$ cat config.mk
export PLATFORM = sky130hd
export DESIGN_NAME = frame_scheduler
export DESIGN_NICKNAME = d
export VERILOG_FILES = /design/src/rtl/frame_scheduler.sv
export SDC_FILE = /design/constraint.sdc
export NUM_CORES = 1
export LEC_CHECK = 0
export ABC_CLOCK_PERIOD_IN_PS = 5300
export CAP_MARGIN = 20
export CORE_ASPECT_RATIO = 0.75
export CORE_UTILIZATION = 50
export DETAILED_ROUTE_END_ITERATION = 8
export HOLD_SLACK_MARGIN = 0.02
export PLACE_DENSITY = 0.86
export SYNTH_ARGS = -nofsm -noshare
export SYNTH_HDL_FRONTEND = slang
export SYNTH_SLANG_ARGS = --single-unit
$ cat constraint.sdc
create_clock -name clk -period 5.3 [get_ports clk]
set_clock_uncertainty 0.05 [all_clocks]
set_input_delay 1.06 -clock clk [delete_from_list [all_inputs] [get_ports clk]]
set_output_delay 1.06 -clock clk [all_outputs]
set_load 0.01 [all_outputs]
$ cat src/rtl/frame_scheduler.sv
// Frame scheduler: walks a raster of pixel coordinates for each frame and
// hands them to a downstream ray generator over a valid/ready handshake.
// Configuration is captured into shadow registers at any time and applied
// to the active set only at frame start, so a frame never sees a mid-frame
// configuration change.
module frame_scheduler #(
  parameter int COORD_W = 13,
  parameter int CNT_W   = 16
) (
  input  logic               clk,
  input  logic               reset_n,
  input  logic               enable,
  input  logic               cfg_update,
  input  logic [COORD_W-1:0] cfg_width,
  input  logic [COORD_W-1:0] cfg_height,
  input  logic [32:0]        cfg_cam_pos,
  input  logic [32:0]        cfg_cam_dir,
  input  logic [31:0]        cfg_distance,
  input  logic               px_ready,
  output logic               px_valid,
  output logic [COORD_W-1:0] px_x,
  output logic [COORD_W-1:0] px_y,
  output logic               px_sof,
  output logic               px_eol,
  output logic               px_eof,
  output logic [COORD_W-1:0] act_width,
  output logic [COORD_W-1:0] act_height,
  output logic [32:0]        act_cam_pos,
  output logic [32:0]        act_cam_dir,
  output logic [31:0]        act_distance,
  output logic               busy,
  output logic               cfg_err,
  output logic [CNT_W-1:0]   frame_count
);

  typedef enum logic [1:0] {
    IDLE = 2'd0,
    LOAD = 2'd1,
    RUN  = 2'd2,
    DONE = 2'd3
  } state_t;

  state_t state;

  logic [COORD_W-1:0] sh_width;
  logic [COORD_W-1:0] sh_height;
  logic [32:0]        sh_cam_pos;
  logic [32:0]        sh_cam_dir;
  logic [31:0]        sh_distance;

  // Last-column / last-row limits come from the active configuration only.
  logic [COORD_W-1:0] w_max;
  logic [COORD_W-1:0] h_max;
  logic [COORD_W-1:0] x_inc;
  logic [COORD_W-1:0] y_inc;
  logic               transfer;

  assign w_max    = act_width - COORD_W'(1);
  assign h_max    = act_height - COORD_W'(1);
  assign x_inc    = px_x + COORD_W'(1);
  assign y_inc    = px_y + COORD_W'(1);
  assign transfer = px_valid & px_ready;

  // Shadow configuration capture; allowed in every state.
  always_ff @(posedge clk or negedge reset_n) begin
    if (!reset_n) begin
      sh_width    <= '0;
      sh_height   <= '0;
      sh_cam_pos  <= '0;
      sh_cam_dir  <= '0;
      sh_distance <= '0;
    end else if (cfg_update) begin
      sh_width    <= cfg_width;
      sh_height   <= cfg_height;
      sh_cam_pos  <= cfg_cam_pos;
      sh_cam_dir  <= cfg_cam_dir;
      sh_distance <= cfg_distance;
    end
  end

  // Frame sequencing FSM with registered coordinate, flag and status outputs.
  always_ff @(posedge clk or negedge reset_n) begin
    if (!reset_n) begin
      state        <= IDLE;
      px_valid     <= 1'b0;
      px_x         <= '0;
      px_y         <= '0;
      px_sof       <= 1'b0;
      px_eol       <= 1'b0;
      px_eof       <= 1'b0;
      act_width    <= '0;
      act_height   <= '0;
      act_cam_pos  <= '0;
      act_cam_dir  <= '0;
      act_distance <= '0;
      busy         <= 1'b0;
      cfg_err      <= 1'b0;
      frame_count  <= '0;
    end else begin
      case (state)
        IDLE: begin
          if (enable) begin
            state <= LOAD;
            busy  <= 1'b1;
          end
        end

        LOAD: begin
          // A cfg_update landing in this cycle only reaches the shadow, so the
          // previous shadow contents are what get applied here.
          act_width    <= sh_width;
          act_height   <= sh_height;
          act_cam_pos  <= sh_cam_pos;
          act_cam_dir  <= sh_cam_dir;
          act_distance <= sh_distance;
          if ((sh_width == '0) || (sh_height == '0)) begin
            cfg_err <= 1'b1;
            state   <= IDLE;
            busy    <= 1'b0;
          end else begin
            // First pixel flags are derived from the size being loaded.
            px_x     <= '0;
            px_y     <= '0;
            px_valid <= 1'b1;
            px_sof   <= 1'b1;
            px_eol   <= (sh_width == COORD_W'(1));
            px_eof   <= (sh_width == COORD_W'(1)) && (sh_height == COORD_W'(1));
            state    <= RUN;
          end
        end

        RUN: begin
          if (transfer) begin
            px_sof <= 1'b0;
            if (px_x == w_max) begin
              if (px_y == h_max) begin
                px_valid <= 1'b0;
                px_eol   <= 1'b0;
                px_eof   <= 1'b0;
                state    <= DONE;
              end else begin
                px_x   <= '0;
                px_y   <= y_inc;
                px_eol <= (w_max == '0);
                px_eof <= (w_max == '0) && (y_inc == h_max);
              end
            end else begin
              px_x   <= x_inc;
              px_eol <= (x_inc == w_max);
              px_eof <= (x_inc == w_max) && (px_y == h_max);
            end
          end
        end

        DONE: begin
          frame_count <= frame_count + CNT_W'(1);
          if (enable) begin
            state <= LOAD;
            busy  <= 1'b1;
          end else begin
            state <= IDLE;
            busy  <= 1'b0;
          end
        end

        default: begin
          state    <= IDLE;
          px_valid <= 1'b0;
          busy     <= 1'b0;
        end
      endcase
    end
  end

endmodule

* After elaboration in Yosys (flattened, before gate mapping) *
Index checks and enable logic that the tools add are counted.

word-level totals
  bits in registers = 298
  bits of input ports = 129
  output and inout port bits = 172

operators by class
  add/subtract/negate cells = 5
  equality and inequality tests = 17
  mux-type cells = 37
  bitwise gates (word level) = 1
  reduce and logical (&&, ||, !) cells = 17

operators by type and width
  kind                                                count
  two-way mux 13 bit                                  7
  == test 13 bit                                      4
  case mux 13 bit (2 select lines)                    2
  zero test 13 bit                                    3
  adder 13 x 1 -> 13 bit, second input constant       2
  == test 13 x 1 -> 1 bit, second input constant      2
  subtractor 13 x 1 -> 13 bit, second input constant  2
  two-way mux 1 bit                                   17
  adder 16 x 1 -> 16 bit, second input constant       1
  inequality test 2 bit, second input constant        7
  two-way mux 2 bit                                   5
  AND reduction 5 bit                                 2
  case mux 1 bit (2 select lines)                     4
  case mux 2 bit (4 select lines)                     1
  AND reduction 4 bit                                 2
  AND reduction 3 bit                                 2
  == test 2 bit, second input constant                2
  logical AND 1 bit                                   3
  inequality test 3 bit, second input constant        1
  case mux 1 bit (3 select lines)                     1
  nonzero test 3 bit                                  1
  == test 2 x 1 -> 1 bit, second input constant       1
  zero test 2 bit                                     1
  AND reduction 2 bit                                 1
  3 further kinds                                     3

* Longest topological paths before layout *
  depth after elaboration = 7
  gate-level depth with buffers = 13
  gate-level depth less buffers = 10

* Worst setup path before layout *
OpenSTA, ideal clock, no wires.

  path kind = flip-flop to flip-flop
  from = register act_width[0]
  to = register px_y[7]
  arrival time = 3.240 ns
  setup slack = 1.906 ns
  stages on the path, launching flop included = 14
  path buffers = 3
  clock period less this slack = 3.394 ns
  path through = dfrtp_1 inv_1 ha_1 or3b_1 clkbuf_1 or4b_1 a32oi_1 o2111ai_1 nor4_2 buf_4 nor2_2 or2_1 buf_6 o41ai_2

between the ends
  longest elaborated chain between the ends = 4

RTL lines
  what                             line  RTL
  start: declaration               26    output logic [COORD_W-1:0] act_width,
  start signal: assignment         111   act_width <= sh_width;
  subtractor 13 x 1 -> 13 bit      58    assign w_max = act_width - COORD_W'(1);
  == test 13 bit                   135   if (px_x == w_max) begin
  inequality test 2 bit (no line)  n/a
  AND reduction 5 bit (no line)    n/a
  end signal: assignment           143   px_y <= y_inc;
  end: declaration                 22    output logic [COORD_W-1:0] px_y,

No other way between the ends.
A chain may end at the register's enable or synchronous reset.

* Final worst setup path *
  from = register act_width[1]
  to = register px_x[0]

between the ends
  longest elaborated chain between the ends = 5
  elaborated cells on any way between the ends = 7
  classes of those cells = 1 x add/sub; 2 x eq/ne; 3 x mux; 1 x reduce/logical

RTL lines
  what                              line  RTL
  subtractor 13 x 1 -> 13 bit (*)   58
  == test 13 bit (*)                135
  two-way mux 13 bit                135
  two-way mux 13 bit                133   if (transfer) begin
  case mux 13 bit (2 select lines)  100   case (state)
  end signal: assignment            148   px_x <= x_inc;
  end: declaration                  21    output logic [COORD_W-1:0] px_x,

Every way passes the cells marked *; elsewhere a longest branch is shown, timed or not. The select of a mux whose other input is x is not followed.

==> results.sh <==
export IMPL_period_needed_ns=3.917
export IMPL_maxCapViolations=0
export IMPL_cts_resized=0
export IMPL_grt_usage_pct=26.74
export IMPL_period_share_pct=73.91
export IMPL_fmax_ghz=0.2553
export IMPL_routabilityCongestion=0.9440
export IMPL_min_path_type="reg2reg"
export IMPL_holdBufCountCts=0
export IMPL_dieArea_sq_um=27090
export IMPL_crit_family="simple AND/OR/NAND/NOR gates"
export IMPL_final_cells=1897
export IMPL_drt_iter0_markers=704
export IMPL_yosysWarningCount=0
export IMPL_ios=301
export IMPL_cp_num_buf_inv=2
export IMPL_htree_levels=1
export IMPL_ys_seq_area_share_pct=56.42
export IMPL_grt_max_degree=134
export IMPL_drv_slew=0
export IMPL_startpoint_type="flip-flop"
export IMPL_cts_setup_buffers=0
export IMPL_vias=10360
export IMPL_first_pass_iters=5
export IMPL_async_flop_share_pct=100.0
export IMPL_critPathRequiredTime_ns=5.71
export IMPL_port_buffers=300
export IMPL_wl_per_cell_um=18.88
export IMPL_drtAntennaViolNets=0
export IMPL_crit_type="reg2reg"
export IMPL_totalWireLength_um=35820
export IMPL_ir_drop_mv=0.3795
export IMPL_final_nets=1666
export IMPL_setup_viol=0
export IMPL_synth_cell_types=70
export IMPL_cts_sinks=298
export IMPL_die_h_um=142.8
export IMPL_antenna_found_initial=0
export IMPL_cts_buffers=29
export IMPL_grt_pass1_wl_um=57280
export IMPL_die_x_um=189.7
export IMPL_tns_ns=0
export IMPL_synth_seq_cells=298
export IMPL_grt_setup_unrepaired="no"
export IMPL_dp_cells=1844
export IMPL_start_util_pct=50.89
export IMPL_fillers=1901
export IMPL_final_hold_viol_count=0
export IMPL_cts_tree="done"
export IMPL_cts_root_buf="clkbuf_16"
export IMPL_dp_hpwl_um=24590
export IMPL_fin_ws_ns=1.383
export IMPL_synth_edf_count=0
export IMPL_rows=51
export IMPL_synth_area_sq_um=13220
export IMPL_pwr_density_cell_nw_per_um2=519.8
export IMPL_critical_path_arrival_ns=4.32
export IMPL_tightestPinTransition_ns=0.8904
export IMPL_insertion_delay_ns=0.56
export IMPL_syn_to_final_growth_pct=32.30
export IMPL_pre_cts_ws_ns=1.451
export IMPL_synth_nets=1387
export IMPL_worstSetupEndpointType="flip-flop"
export IMPL_critical_path_max_stage_delay_ns=0.58
export IMPL_relSlewSlack_pct=40.64
export IMPL_crit_chain="inv_1 > ha_1 > or3b_1 > or4b_1 > a32oi_1 > o2111ai_1 > nor4_2 > buf_4 > nand2b_1 > nand2_1 > o211a_1"
export IMPL_postLayoutCellArea_sq_um=17490
export IMPL_dpl_cell_area_sq_um=16490
export IMPL_remaining_drc_errors=0
export IMPL_power_leakage_nw=7.771
export IMPL_slowest_stage="or4b_1"
export IMPL_grt_overflow_total=0
export IMPL_core_sq_um=25970
export IMPL_synth_ff_type="dfrtp_1"
export IMPL_clockBufferDepth=3
export IMPL_power_mw=9.089
export IMPL_grt_pass1_vias=10560
export IMPL_clk_pin_slew_ns=0.07
export IMPL_diodes=0
export IMPL_drive_gt1_share_pct=13.01
export IMPL_syn_inst=1252
export IMPL_status="finished, final reports clean"
export IMPL_worstPathMaxFanout=11
export IMPL_synth_area_per_cell_sq_um=10.56
export IMPL_viasPerCell=5.462
layout make-up:
| type | count | area, sq um | share of cell area (%) |
|---|---|---|---|
| multi-input combinational | 880 | 5473 | 31.30 |
| clock inverter | 14 | 147.6 | 0.8444 |
| clock buffer | 39 | 843.3 | 4.823 |
| inverter | 13 | 48.80 | 0.2791 |
| tap | 344 | 430.4 | 2.462 |
| sequential | 298 | 7457 | 42.65 |
| timing repair buffer | 309 | 3085 | 17.65 |
final timing paths:
| kind | from | end | slack, ns | cells past startpoint |
|---|---|---|---|---|
| max | act_width[1] | px_x[0] | 1.38 | 11 |
| min | cfg_err | cfg_err | 0.41 | 1 |
| max reg2reg | act_width[1] | px_x[0] | 1.38 | 11 |
| min reg2reg | cfg_err | cfg_err | 0.41 | 1 |
| max in group asynchronous | reset_n | sh_cam_dir[25] | 3.60 | 2 |
| min in group asynchronous | reset_n | frame_count[15] | 0.44 | 1 |
flip-flops by register name (all words and copies together) (netlist names), named ones only:
| signal | cells |
|---|---|
| act_distance | 32 |
| cfg_err | 1 |
| sh_width | 13 |
| state | 1 |
| px_x | 13 |
| act_height | 13 |
| px_valid | 1 |
| sh_cam_pos | 33 |
| sh_height | 13 |
| frame_count | 16 |
| act_cam_pos | 33 |
| sh_cam_dir | 33 |
| px_y | 13 |
| px_eof | 1 |
| busy | 1 |
| px_eol | 1 |
| act_cam_dir | 33 |
| act_width | 13 |
| px_sof | 1 |
| sh_distance | 32 |
power breakdown:
part / switching, mW / internal, mW / total [mW]
logic: 1.81 / 1.72 / 3.53
registers: 0.559 / 2.87 / 3.43
clock network: 0.906 / 1.22 / 2.13
total: 3.28 / 5.81 / 9.09
metal layers:
layer	vias up	GRT usage (%)	routed length, um
met5	-	0	0
met4	0	5.815	764
met3	55	8.454	3395
met2	372	42.30	16590
met1	5145	36.13	15070
li1	4790	-	-
cells in the final DEF, fill, tap and decap left out, drive strengths merged, types with 12 or more instances in the layout:
cell	instances
clkdlybuf4s50	298
inv	15
o21ai	32
xor2	28
a21oi	15
mux2	126
xnor2	47
nand2	396
clkbuf	39
nand4	12
nor2	33
nor4	18
nand3	22
dfrtp	298
nor3	13
cell usage after synthesis, types with 4 or more instances:
master	number	share of area, %
nand2_1	396	11
and3b_1	4	0.27
nor3_1	13	0.49
a21oi_1	15	0.57
nand3_1	22	0.83
nor2b_1	8	0.38
o31ai_1	4	0.23
ha_1	6	0.57
nand2b_1	6	0.28
dfrtp_1	298	56
o22a_1	6	0.40
nand4_1	12	0.57
or3_1	8	0.38
inv_1	13	0.37
o21ai_0	31	1.2
o211ai_1	4	0.23
clkbuf_1	49	1.4
buf_1	7	0.20
and3_1	11	0.52
nor2_1	32	0.91
or2_2	4	0.19
o2bb2ai_1	4	0.27
nor3b_1	4	0.23
a21o_1	4	0.23
nor4_1	16	0.76
xnor2_1	47	3.1
mux2_2	126	11
o221ai_1	4	0.27
or4_1	5	0.28
xor2_1	28	1.9
a31oi_1	7	0.33
cell families (layout without fill, tap and decap cells):
family	after synthesis	after routing	share of synthesized area (%)
and+or+nand+nor	561	561	18.65
DFF	298	298	56.42
muxes	128	128	10.89
AOI/OAI and AO/OA	105	105	5.349
xor gates and xnor gates	80	80	5.841
buffers and inverters	74	375	2.282
adders and majority gates	6	6	0.5680
stage by stage:
step / hold WS, ns / utilization (%)
6_report: 0.4057 / 67.33
5_1_grt: 0.4318 / 67.33
4_1_cts: 0.4115 / 67.33
3_5_place_dp: 0.3982 / 63.51
3_3_place_gp: 0.3903 / 63.51
2_1_floorplan: 0.3848 / -
worst reg2reg max path, stage by stage (launching register included):
cell	delay, ns
dfrtp_1	0.43
inv_1	0.13
ha_1	0.23
or3b_1	0.50
or4b_1	0.59
a32oi_1	0.24
o2111ai_1	0.18
nor4_2	0.28
buf_4	0.22
nand2b_1	0.35
nand2_1	0.30
o211a_1	0.31
(Power assumes the default switching activity.)
